==> src/rtl/fsm_dispatch.sv <==
// fsm_dispatch -- top-level sequencer of the multicycle control unit.
//
// Fetches an instruction over a req/ack handshake, latches it into the IR,
// decodes the one-hot opcode class against four unit masks, launches exactly
// one execution sub-FSM with a single-cycle start pulse and waits for its done.
// Illegal classes, done from the wrong unit and hung units all end in TRAP.
//
// Ports:
//   clk         rising-edge clock
//   rst_n       asynchronous active-low reset
//   run         permits leaving IDLE and continuing after a completed instruction
//   imem_req    instruction fetch request (FETCH state)
//   imem_ack    instruction word valid this cycle
//   load_ir     IR write enable, imem_req & imem_ack
//   code        one-hot opcode class, valid in the cycle after load_ir
//   start[3:0]  one-hot start pulse to sub-FSMs 0..3
//   done[3:0]   done flags from sub-FSMs 0..3
//   busy        high outside IDLE and TRAP
//   trap        high in TRAP
//   trap_cause  01 illegal, 10 spurious done, 11 timeout, 00 otherwise
//   trap_clr    leave TRAP
//   retired     completed-instruction count (wraps)
//
// state    | meaning
// ---------+---------------------------------------------------------------
// IDLE     | parked, waits for run
// FETCH    | imem_req high until imem_ack; load_ir on the ack cycle
// DECODE   | match code against unit masks, pick sel or trap illegal
// DISPATCH | start[sel] for one cycle, clear timeout counter
// WAIT     | wait for done[sel]; wrong done or timeout traps
// TRAP     | hold trap/trap_cause until trap_clr

module fsm_dispatch #(
   parameter logic [31:0] UNIT_MASK0 = 32'h0000_7070,
   parameter logic [31:0] UNIT_MASK1 = 32'h0000_0003,
   parameter logic [31:0] UNIT_MASK2 = 32'h0000_0080,
   parameter logic [31:0] UNIT_MASK3 = 32'h0000_0300,
   parameter int unsigned TIMEOUT    = 15
) (
   input  logic        clk,
   input  logic        rst_n,
   input  logic        run,
   output logic        imem_req,
   input  logic        imem_ack,
   output logic        load_ir,
   input  logic [31:0] code,
   output logic [3:0]  start,
   input  logic [3:0]  done,
   output logic        busy,
   output logic        trap,
   output logic [1:0]  trap_cause,
   input  logic        trap_clr,
   output logic [15:0] retired
);

   localparam logic [2:0] S_IDLE     = 3'd0;
   localparam logic [2:0] S_FETCH    = 3'd1;
   localparam logic [2:0] S_DECODE   = 3'd2;
   localparam logic [2:0] S_DISPATCH = 3'd3;
   localparam logic [2:0] S_WAIT     = 3'd4;
   localparam logic [2:0] S_TRAP     = 3'd5;

   localparam logic [1:0] CAUSE_NONE     = 2'b00;
   localparam logic [1:0] CAUSE_ILLEGAL  = 2'b01;
   localparam logic [1:0] CAUSE_SPURIOUS = 2'b10;
   localparam logic [1:0] CAUSE_TIMEOUT  = 2'b11;

   localparam logic [7:0] TIMEOUT_C = 8'(TIMEOUT);

   logic [2:0]  state_q, state_d;
   logic [1:0]  sel_q, sel_d;
   logic [7:0]  cnt_q, cnt_d;
   logic [1:0]  cause_q, cause_d;
   logic [15:0] retired_q, retired_d;

   logic [3:0]  match;
   logic [1:0]  match_idx;
   logic        match_one;
   logic [7:0]  cnt_inc;

   assign match[0] = |(code & UNIT_MASK0);
   assign match[1] = |(code & UNIT_MASK1);
   assign match[2] = |(code & UNIT_MASK2);
   assign match[3] = |(code & UNIT_MASK3);

   // Only a single matching unit is legal; zero or several matches trap.
   always_comb begin
      match_idx = 2'd0;
      match_one = 1'b0;
      case (match)
         4'b0001: begin match_one = 1'b1; match_idx = 2'd0; end
         4'b0010: begin match_one = 1'b1; match_idx = 2'd1; end
         4'b0100: begin match_one = 1'b1; match_idx = 2'd2; end
         4'b1000: begin match_one = 1'b1; match_idx = 2'd3; end
         default: ;
      endcase
   end

   assign cnt_inc = cnt_q + 8'd1;

   always_comb begin
      state_d   = state_q;
      sel_d     = sel_q;
      cnt_d     = cnt_q;
      cause_d   = cause_q;
      retired_d = retired_q;
      case (state_q)
         S_IDLE: begin
            if (run) state_d = S_FETCH;
         end
         S_FETCH: begin
            if (imem_ack) state_d = S_DECODE;
         end
         S_DECODE: begin
            if (match_one) begin
               sel_d   = match_idx;
               state_d = S_DISPATCH;
            end else begin
               cause_d = CAUSE_ILLEGAL;
               state_d = S_TRAP;
            end
         end
         S_DISPATCH: begin
            cnt_d   = 8'd0;
            state_d = S_WAIT;
         end
         S_WAIT: begin
            // done from the selected unit wins over any other bit in the same cycle
            if (done[sel_q]) begin
               retired_d = retired_q + 16'd1;
               state_d   = run ? S_FETCH : S_IDLE;
            end else if (|done) begin
               cause_d = CAUSE_SPURIOUS;
               state_d = S_TRAP;
            end else begin
               cnt_d = cnt_inc;
               // trap on the TIMEOUT-th silent WAIT cycle
               if (cnt_inc >= TIMEOUT_C) begin
                  cause_d = CAUSE_TIMEOUT;
                  state_d = S_TRAP;
               end
            end
         end
         S_TRAP: begin
            if (trap_clr) begin
               cause_d = CAUSE_NONE;
               state_d = S_IDLE;
            end
         end
         default: state_d = S_IDLE;
      endcase
   end

   always_ff @(posedge clk or negedge rst_n) begin
      if (!rst_n) begin
         state_q   <= S_IDLE;
         sel_q     <= 2'd0;
         cnt_q     <= 8'd0;
         cause_q   <= CAUSE_NONE;
         retired_q <= 16'd0;
      end else begin
         state_q   <= state_d;
         sel_q     <= sel_d;
         cnt_q     <= cnt_d;
         cause_q   <= cause_d;
         retired_q <= retired_d;
      end
   end

   assign imem_req   = (state_q == S_FETCH);
   assign load_ir    = imem_req & imem_ack;
   assign start      = (state_q == S_DISPATCH) ? (4'b0001 << sel_q) : 4'b0000;
   assign busy       = (state_q == S_FETCH) || (state_q == S_DECODE) ||
                       (state_q == S_DISPATCH) || (state_q == S_WAIT);
   assign trap       = (state_q == S_TRAP);
   assign trap_cause = cause_q;
   assign retired    = retired_q;

endmodule

==> config.mk <==
export PLATFORM = sky130hd
export DESIGN_NAME = fsm_dispatch
export DESIGN_NICKNAME = d
export VERILOG_FILES = /design/src/rtl/fsm_dispatch.sv
export SDC_FILE = /design/constraint.sdc
export NUM_CORES = 1
export LEC_CHECK = 0
export CORE_ASPECT_RATIO = 1.4
export CORE_UTILIZATION = 24
export DETAILED_ROUTE_END_ITERATION = 10
export SYNTH_ARGS = -nofsm -noshare
export SYNTH_HDL_FRONTEND = slang
export SYNTH_SLANG_ARGS = --single-unit
==> constraint.sdc <==
create_clock -name clk -period 2.9 [get_ports clk]
set_clock_uncertainty 0.1 [all_clocks]
set_input_delay 0.58 -clock clk [delete_from_list [all_inputs] [get_ports clk]]
set_output_delay 0.58 -clock clk [all_outputs]
set_load 0.02 [all_outputs]
==> flow_summary.toml <==
[power]
leakagePower_nw = 1.04
power_mw = 1.67
p_switching_uw = 575
ir_drop_mv = 0.355
power_frac_comb_pct = 38.6
internal_power_mw = 1.10
netSwitchingFraction_pct = 34.4
power_frac_seq_pct = 35.0
p_clk_share_pct = 26.3
power_density_mw_per_mm2 = 654

[sta]
finalSetupViolCount = 0
fin_crit_sh_pct = 92.2
finalWorstSetupSlack_ns = 0.226
rsz0062_at_grt = "no"
holdWs_ns = 0.373
tns_ns = 0
fmax_mhz = 374
worstMarginPinSlew_ns = 0.418
finalCriticalPeriod_ns = 2.67
slew_violations = 0
hold_viol = 0
timing.slew.headroom_pct = 72.1

[drt]
drtIter0Drc = 132
wirelength_um = 4320
drc = 0
wl_met2_um = 2280
via_per_inst = 4.68
highest_layer = "met4"
wl_per_cell_um = 12.3
drt-pass1-iter-count = 4
wl_met1_um = 1830
vias = 1648
wl_met3_um = 125
antenna_left = 0

[setup_path]
rrSetupSlack_ns = 0.52
r2r_cells = 7
worstPathArrival_ns = 1.99
rr_startpoint = "cnt_q[0]"
crit_path_start_kind = "register"
critical_path_class = "register to output port"
cp_max_fo = 8
r2r-end = "state_q[0]"
cp_data_required_time_ns = 2.22
cp-end-kind = "output port"

[synthesis]
synth_xor_xnor_area_share_pct = 9.93
synth_area_mm2 = 0.00185
netlist_instances = 201
synth_top_family_by_area = "simple AND/OR/NAND/NOR gates"
postSynthAreaPerCell_um2 = 9.21
synth-async-reset-ratio_pct = 100
synthTopCellsByArea = "dfrtp_1, xnor2_1, nand2_1"
ys_ff_latch = 31
synth_common_cells = "dfrtp_1, nand2_1, nor2_1, o21ai_0, xnor2_1"
syn_nets = 245
yosysWarnings = 0
synthMuxAreaShare_pct = 2.97
ys.flop_type = "dfrtp_1"
synth_top_area_share_pct = 41.9
post-synth-top-count-cell = "dfrtp_1"
synth-edff-count = 0
synthSimpleGateAreaFrac_pct = 28.1
synth_area_leader_cell = "dfrtp_1"
synth_compound_area_share_pct = 12.8
synth_fa_ha_area_share_pct = 2.03
synth_cell_types = 45
ys_seq_area_share_pct = 41.9

[clock_network]
clkSlewWorstSetupHoldPaths_ns = 0.07
clk_latency_ns = 0.28
tritoncts = "done"
cts_max_level = 2
cts_num_sinks = 31
clock_path_buffers = 2
cts_buffers = 5
root_buffer = "clkbuf_8"

[floorplanning]
die-area_mm2 = 0.00808
core-area_mm2 = 0.00741
initial_core_util_pct = 25.0
pin_count = 67
die_h_um = 106
rows = 37
die_x_um = 76.2

[min_path]
hold_path_depth = 1
whs_endpoint = "retired[15]"
hp-class = "register to register"
min_from = "retired[15]"

[place]
routabilityCongestion = 0.769
io_buffers = 45
place_ws_ns = 0.185
place_hpwl_um = 3320

[finish]
nets = 298
antenna_cells = 0
fillers = 812
drive_gt1_share_pct = 10.2
syn2layout_area_growth_pct = 38.2
utilization_pct = 34.5

[run_status]
run_status = "finished, final reports clean"

[global_route]
grt_pass1_vias = 1676
globalRoute.totalOverflow = 0
grt_pass1_wl_um = 7620
antenna_found_initial = 0
grt_max_degree = 32
grt_usage_pct = 11.7

[job]
maxCapViolCount = 0
-- layout by cell type (no fill, tap or decap), drive strengths merged, types with 2 or more instances in the layout --
cell type      instances
nor3b                  2
clkbuf                 6
nor2                  20
and3                   8
nand2b                 5
buf                    7
nand3                  9
nand2                 21
and2                   3
mux2                   2
ha                     3
nor2b                  4
xnor2                 13
o21a                   2
o22ai                  3
a221oi                 2
nor4                   2
nand3b                 2
clkdlybuf4s50         45
o21ai                 15
a21oi                  7
xor2                   8
or3                    2
nor3                   8
dfrtp                 31
nand4                  7
-- state kept, by name, indices dropped and copies added, names as in the netlist --
name,cells
cnt_q,8
sel_q,2
state_q,3
trap_cause,2
retired,16
-- worst max-delay path by stage --
stage | cells after the start | startpoint | slack, ns | endpoint
global placement | 7 | code[12] | 0.21 | trap_cause[1]
global route | 4 | state_q[2] | 0.06 | start[2]
finish | 4 | state_q[2] | 0.23 | start[1]
floorplan | 4 | state_q[1] | 0.70 | start[2]
detailed placement | 7 | code[12] | 0.18 | trap_cause[1]
CTS | 4 | state_q[2] | 0.13 | start[1]
-- layout make-up --
| type | instances | area [um^2] | area share [%] |
|---|---|---|---|
| Clock buffer | 6 | 82.6 | 3.23 |
| Timing Repair Buffer | 52 | 503 | 19.7 |
| Tap cell | 97 | 121 | 4.74 |
| Sequential cell | 31 | 776 | 30.3 |
| Clock inverter | 2 | 35.0 | 1.37 |
| Inverter | 1 | 3.75 | 0.147 |
| Multi-Input combinational cell | 163 | 1040 | 40.5 |
-- power by group through the flow --
stage	Combinational, mW	Sequential (mW)	Clock, mW
3_5_place_dp	0.648	0.593	0
6_report	0.646	0.586	0.440
5_1_grt	0.708	0.598	0.475
3_3_place_gp	0.640	0.588	0
2_1_floorplan	0.327	0.622	0
4_1_cts	0.653	0.585	0.458
-- cell families (layout without fill, tap and decap cells) --
| logic type | Yosys count | after routing |
|---|---|---|
| AND/OR/NAND/NOR | 97 | 97 |
| adder cells (fa/ha/maj) | 3 | 3 |
| XOR/XNOR | 21 | 21 |
| flip-flops | 31 | 31 |
| AO/OA/AOI/OAI | 38 | 38 |
| buffers and inverters | 7 | 61 |
| multiplexers | 4 | 4 |
-- worst max-delay path, cell delays in order (launching register included) --
cell and delay [ns]:
dfrtp_1 0.38, nor2b_1 0.28, nand2_2 0.19, nor3b_1 0.23, clkdlybuf4s50_1 0.63
-- per-stage QoR --
stage	area (um^2)	instances
global placement	2440	344
CTS	2560	352
detailed placement	2440	344
finish	2560	352
floorplan	1850	201
global route	2560	352
-- repair_timing --
| item | 4_1_cts | 5_1_grt |
|---|---|---|
| hold buffers | 0 | 0 |
| endpoints found under the setup margin | 0 | 1 |
| hold endpoints to repair | 0 | 0 |
| resized for setup | 0 | 1 |
| setup buffers | 0 | 0 |
-- layer usage --
metal,vias to the layer above,track usage [%]
met5,-,0
met4,0,5.49
met3,5,1.72
met2,34,21.6
met1,784,13.0
li1,825,-
No activity file was read; power rests on OpenSTA's default activity.
==> RTL edit 1: new RTL, same flow settings <==
Put one more register stage on the output `retired`. The value now appears one clock later. The other outputs are not delayed to match.
--- a/src/rtl/fsm_dispatch.sv
+++ b/src/rtl/fsm_dispatch.sv
@@ -174,7 +174,9 @@
                        (state_q == S_DISPATCH) || (state_q == S_WAIT);
    assign trap       = (state_q == S_TRAP);
    assign trap_cause = cause_q;
-   assign retired    = retired_q;
+   always_ff @(posedge clk) begin
+      retired <= retired_q;
+   end
 
 endmodule
 
Function: changed (Yosys sat finds a counterexample within 10 cycles, from zero or initial values and one cycle with rst_n low).
==> RTL edit 1 against the unedited design <==
- power increased by 21%
- synthesized area is 18% higher
- utilization fell by 0.82 points
- routed wire length grew 1.8%
- die area is 18% higher
- cell area up 15%
- hold slack worse by 0.079 ns
- sequential cell count is 16 higher
- sequential share of layout area grew 7.0 points
- critical path depth is the same
- worst setup slack improved by 0.00073 ns
- largest cell class is now sequential cells
==> RTL edit 1: results (changes against the unedited design) <==
| Metric | Value |
|---|---|
| Vias in the first global route | 1762 (+5.1%) |
| CP max FO | 7 (-1) |
| Post-synth top cells | 31 x dfrtp_1, 29 x nand2_1, 16 x dfxtp_1 |
| Layout cells sized above 1 | 8.82% (-1.4 points) |
| Detail Placement HPWL | 3220 um (-3.0%) |
| Post-Synthesis Cells | 219 (+9.0%) |
| Pre-CTS WS | 0.357 ns (+0.172 ns) |
| GRT Util Overall | 10.3% (-1.3 points) |
| CP max stage cell | clkdlybuf4s50_1 |
| Synth top area cells | dfrtp_1 35%, dfxtp_1 15%, nand2_1 5.0%, xnor2_1 4.8%, o21ai_0 3.2% |
| Leak pwr | 0.00121 uW (+16%) |
| Status | complete, no violations |
| Routed WL per cell | 11.7 um (-4.9%) |
| Area after DPL | 2780 um^2 (+14%) |
| Fraction of registers with async set/reset | 66.0% (-34 points) |
| Global-route wire length before repair | 7650 um (+0.28%) |
| Distinct cells, synth | 49 (+8.9%) |
| Syn Nets | 263 (+7.3%) |
| Cells after DPL | 369 (+7.3%) |
| Internal | 1400 uW (+27%) |
| Nets | 315 (+5.7%) |
| RePlAce Congestion | 0.835 (+8.7%) |
| Part of the Yosys area used for sequential elements | 50.1% (+8.2 points) |
| Detailed-route wire length | 4400 um (+1.8%) |
| Worst vdd ir | 0.431 mV (+21%) |
RTL edit 1: path summary, 6_finish.rpt:
check | from | endpoint | slack [ns] | depth (start not counted)
min in group asynchronous | rst_n | retired_q[15] | 0.60 | 2
max in group asynchronous | rst_n | trap_cause[0] | 1.81 | 2
max | state_q[1] | start[2] | 0.23 | 4
min reg2reg | retired_q[15] | retired[15] | 0.29 | 0
max reg2reg | state_q[2] | retired_q[13] | 0.61 | 7
min | retired_q[15] | retired[15] | 0.29 | 0
RTL edit 1: layer usage:
metal	track usage, %	up-vias	wire [um]
met4	3.68	0	66
met3	2.46	7	240
met2	18.4	59	2190
met5	0	-	0
li1	-	874	-
met1	11.7	805	1910
RTL edit 1: cell type report:
type / count / area [um^2]
flip-flops and latches: 47 / 1100
clock buffers: 6 / 139
well taps: 105 / 131
clock inverters: 2 / 16.3
multi-input cells: 161 / 1040
fillers: 905 / 5770
inverters: 5 / 18.8
repair buffers: 51 / 495
RTL edit 1: power by group through the flow:
stage	clock [uW]	sequential, uW	combinational, uW
3_5_place_dp	0	836	624
5_1_grt	632	846	684
2_1_floorplan	0	860	342
3_3_place_gp	0	836	615
6_report	581	826	620
4_1_cts	602	825	627
RTL edit 1: timing repair:
action                                  CTS  global route
resized for setup                         0             2
setup buffers                             0             0
endpoints found under the setup margin    0             2
RTL edit 1: cell families after synthesis:
group / count (synthesis) / share of synthesized area, %
AO/OA/AOI/OAI: 40 / 12.1
XOR/XNOR: 20 / 8.00
adder cells (fa/ha/maj): 3 / 1.72
buffers and inverters: 11 / 2.63
flip-flops: 47 / 50.1
multiplexers: 5 / 2.97
AND/OR/NAND/NOR: 93 / 22.5
RTL edit 1: critical path, delay by kind of cell, from the launching register on:
family / cells / cell delay, ns
flops: 1 / 0.47
buf+inv: 1 / 0.63
simple gates: 3 / 0.61
==> RTL edit 2: new RTL, same settings <==
Made on the original files. Change the parameter `TIMEOUT` from 15 to 7.
--- a/src/rtl/fsm_dispatch.sv
+++ b/src/rtl/fsm_dispatch.sv
@@ -35,7 +35,7 @@
    parameter logic [31:0] UNIT_MASK1 = 32'h0000_0003,
    parameter logic [31:0] UNIT_MASK2 = 32'h0000_0080,
    parameter logic [31:0] UNIT_MASK3 = 32'h0000_0300,
-   parameter int unsigned TIMEOUT    = 15
+   parameter int unsigned TIMEOUT    = 7
 ) (
    input  logic        clk,
    input  logic        rst_n,
Behaviour: no difference found for any inputs over 10 cycles, from zero or initial values and one cycle with rst_n low; that may be too few to reach the edited logic, so the function may still have changed.
==> RTL edit 2 against the unedited design <==
- worst setup slack lost 0.043 ns
- sequential cell count is the same
- power shrank 6.7%
- cell area shrank 3.3%
- die area shrank 2.8%
- routed wire length shrank 11%
- synthesized area shrank 2.8%
- critical path type unchanged
- global-route usage shrank 0.58 points
==> RTL edit 2: results (changes against the unedited design) <==
| Metric | Value |
|---|---|
| Status | complete, no violations |
| Clock Path Buffers | 2 (unchanged) |
| Xor-xnor portion of the synthesized cell area | 10.7% (+0.78 points) |
| Pre-CTS WS | 0.307 ns (+0.122 ns) |
| Final Non-Filler Cells | 339 (-3.7%) |
| R2R setup slack | 0.98 ns (+0.46 ns) |
| Area after DPL | 2370 um^2 (-2.7%) |
| Layout cells sized above 1 | 9.50% (-0.69 points) |
| Worst hold slack | 0.378 ns (+0.00547 ns) |
| Post-synthesis adder-cell area fraction | 2.09% (+0.059 points) |
| Crit path DAT | 2.04 ns (+0.05 ns) |
| Fill count | 793 (-2.3%) |
| Post-Synthesis Cells | 189 (-6.0%) |
| Hold path start | retired[15] |
| Worst flop-to-flop path endpoint | state_q[0] |
| Part of the Yosys area used for sequential elements | 43.1% (+1.2 points) |
| Multiplexer share of the synthesized area | 4.73% (+1.8 points) |
| Nets | 285 (-4.4%) |
| Detailed-route wire length | 3850 um (-11%) |
| Leak pwr | 0.00106 uW (+2.0%) |
| Detail Placement HPWL | 3000 um (-9.7%) |
| Post-synth top cells | 31 x dfrtp_1, 20 x nor2_1, 15 x nand2_1 |
| Cells after DPL | 331 (-3.8%) |
| Synth top area cells | dfrtp_1 43%, xnor2_1 6.3%, xor2_1 4.4%, nor2_1 4.2%, o21ai_0 3.6% |
| CTS buffer count | 5 (unchanged) |
| GRT Util Overall | 11.1% (-0.58 points) |
| RePlAce Congestion | 0.717 (-6.7%) |
| Fin util | 33.8% (-0.73 points) |
| Total number of vias | 1535 (-6.9%) |
| Syn Nets | 233 (-4.9%) |
| Global-route wire length before repair | 6700 um (-12%) |
| Worst vdd ir | 0.201 mV (-43%) |
| DRC violation total after the first TritonRoute iteration | 49 (-63%) |
| Slew of the pin with the lowest slew margin | 0.575 ns (+0.158 ns) |
| Compound-Gate Fraction of Synth Area | 12.1% (-0.74 points) |
| Distinct cells, synth | 43 (-4.4%) |
RTL edit 2: changes by cell type in the layout (fill, tap and decap cells not counted), moves of 2 or more:
| cell | unedited run | this run |
|---|---|---|
| nor2b_1 | 4 | 2 |
| nand3b_1 | 2 | 0 |
| buf_4 | 7 | 5 |
| mux2i_1 | 1 | 4 |
| nor3b_1 | 2 | 0 |
| o21ai_0 | 15 | 13 |
| and3_2 | 0 | 2 |
| o32ai_1 | 0 | 2 |
| inv_1 | 1 | 7 |
| and3_4 | 2 | 0 |
| nand2_1 | 20 | 15 |
| o22ai_1 | 3 | 0 |
| nor3_1 | 8 | 3 |
| and2_1 | 3 | 1 |
RTL edit 2: worst max-delay path by stage:
stage	from	endpoint	slack [ns]	cells after the start
after floorplan	state_q[2]	start[0]	0.66	5
after global placement	code[1]	trap_cause[1]	0.33	6
after detailed placement	code[9]	trap_cause[1]	0.31	6
after CTS	state_q[1]	start[0]	0.15	4
after global routing	state_q[1]	start[1]	0.03	4
final	state_q[1]	start[0]	0.18	4
RTL edit 2: report_power, final:
group / internal [uW] / switching [uW] / total (uW)
logic: 299 / 327 / 626
registers: 499 / 67.0 / 566
clock network: 216 / 151 / 368
RTL edit 2: layout make-up:
class / count / area share [%]
repair buffers: 50 / 19.7
multi-input cells: 146 / 38.9
clock buffers: 8 / 4.05
flip-flops and latches: 31 / 31.4
inverters: 7 / 1.06
well taps: 97 / 4.91
RTL edit 2: routing by layer:
| layer | share of wire [%] | global-route usage [%] | vias to the layer above |
|---|---|---|---|
| met1 | 43 | 13.0 | 715 |
| met4 | 1.8 | 5.16 | 0 |
| met2 | 52 | 18.7 | 42 |
| met5 | 0 | 0 | - |
| met3 | 3.6 | 2.52 | 4 |
| li1 | - | - | 774 |
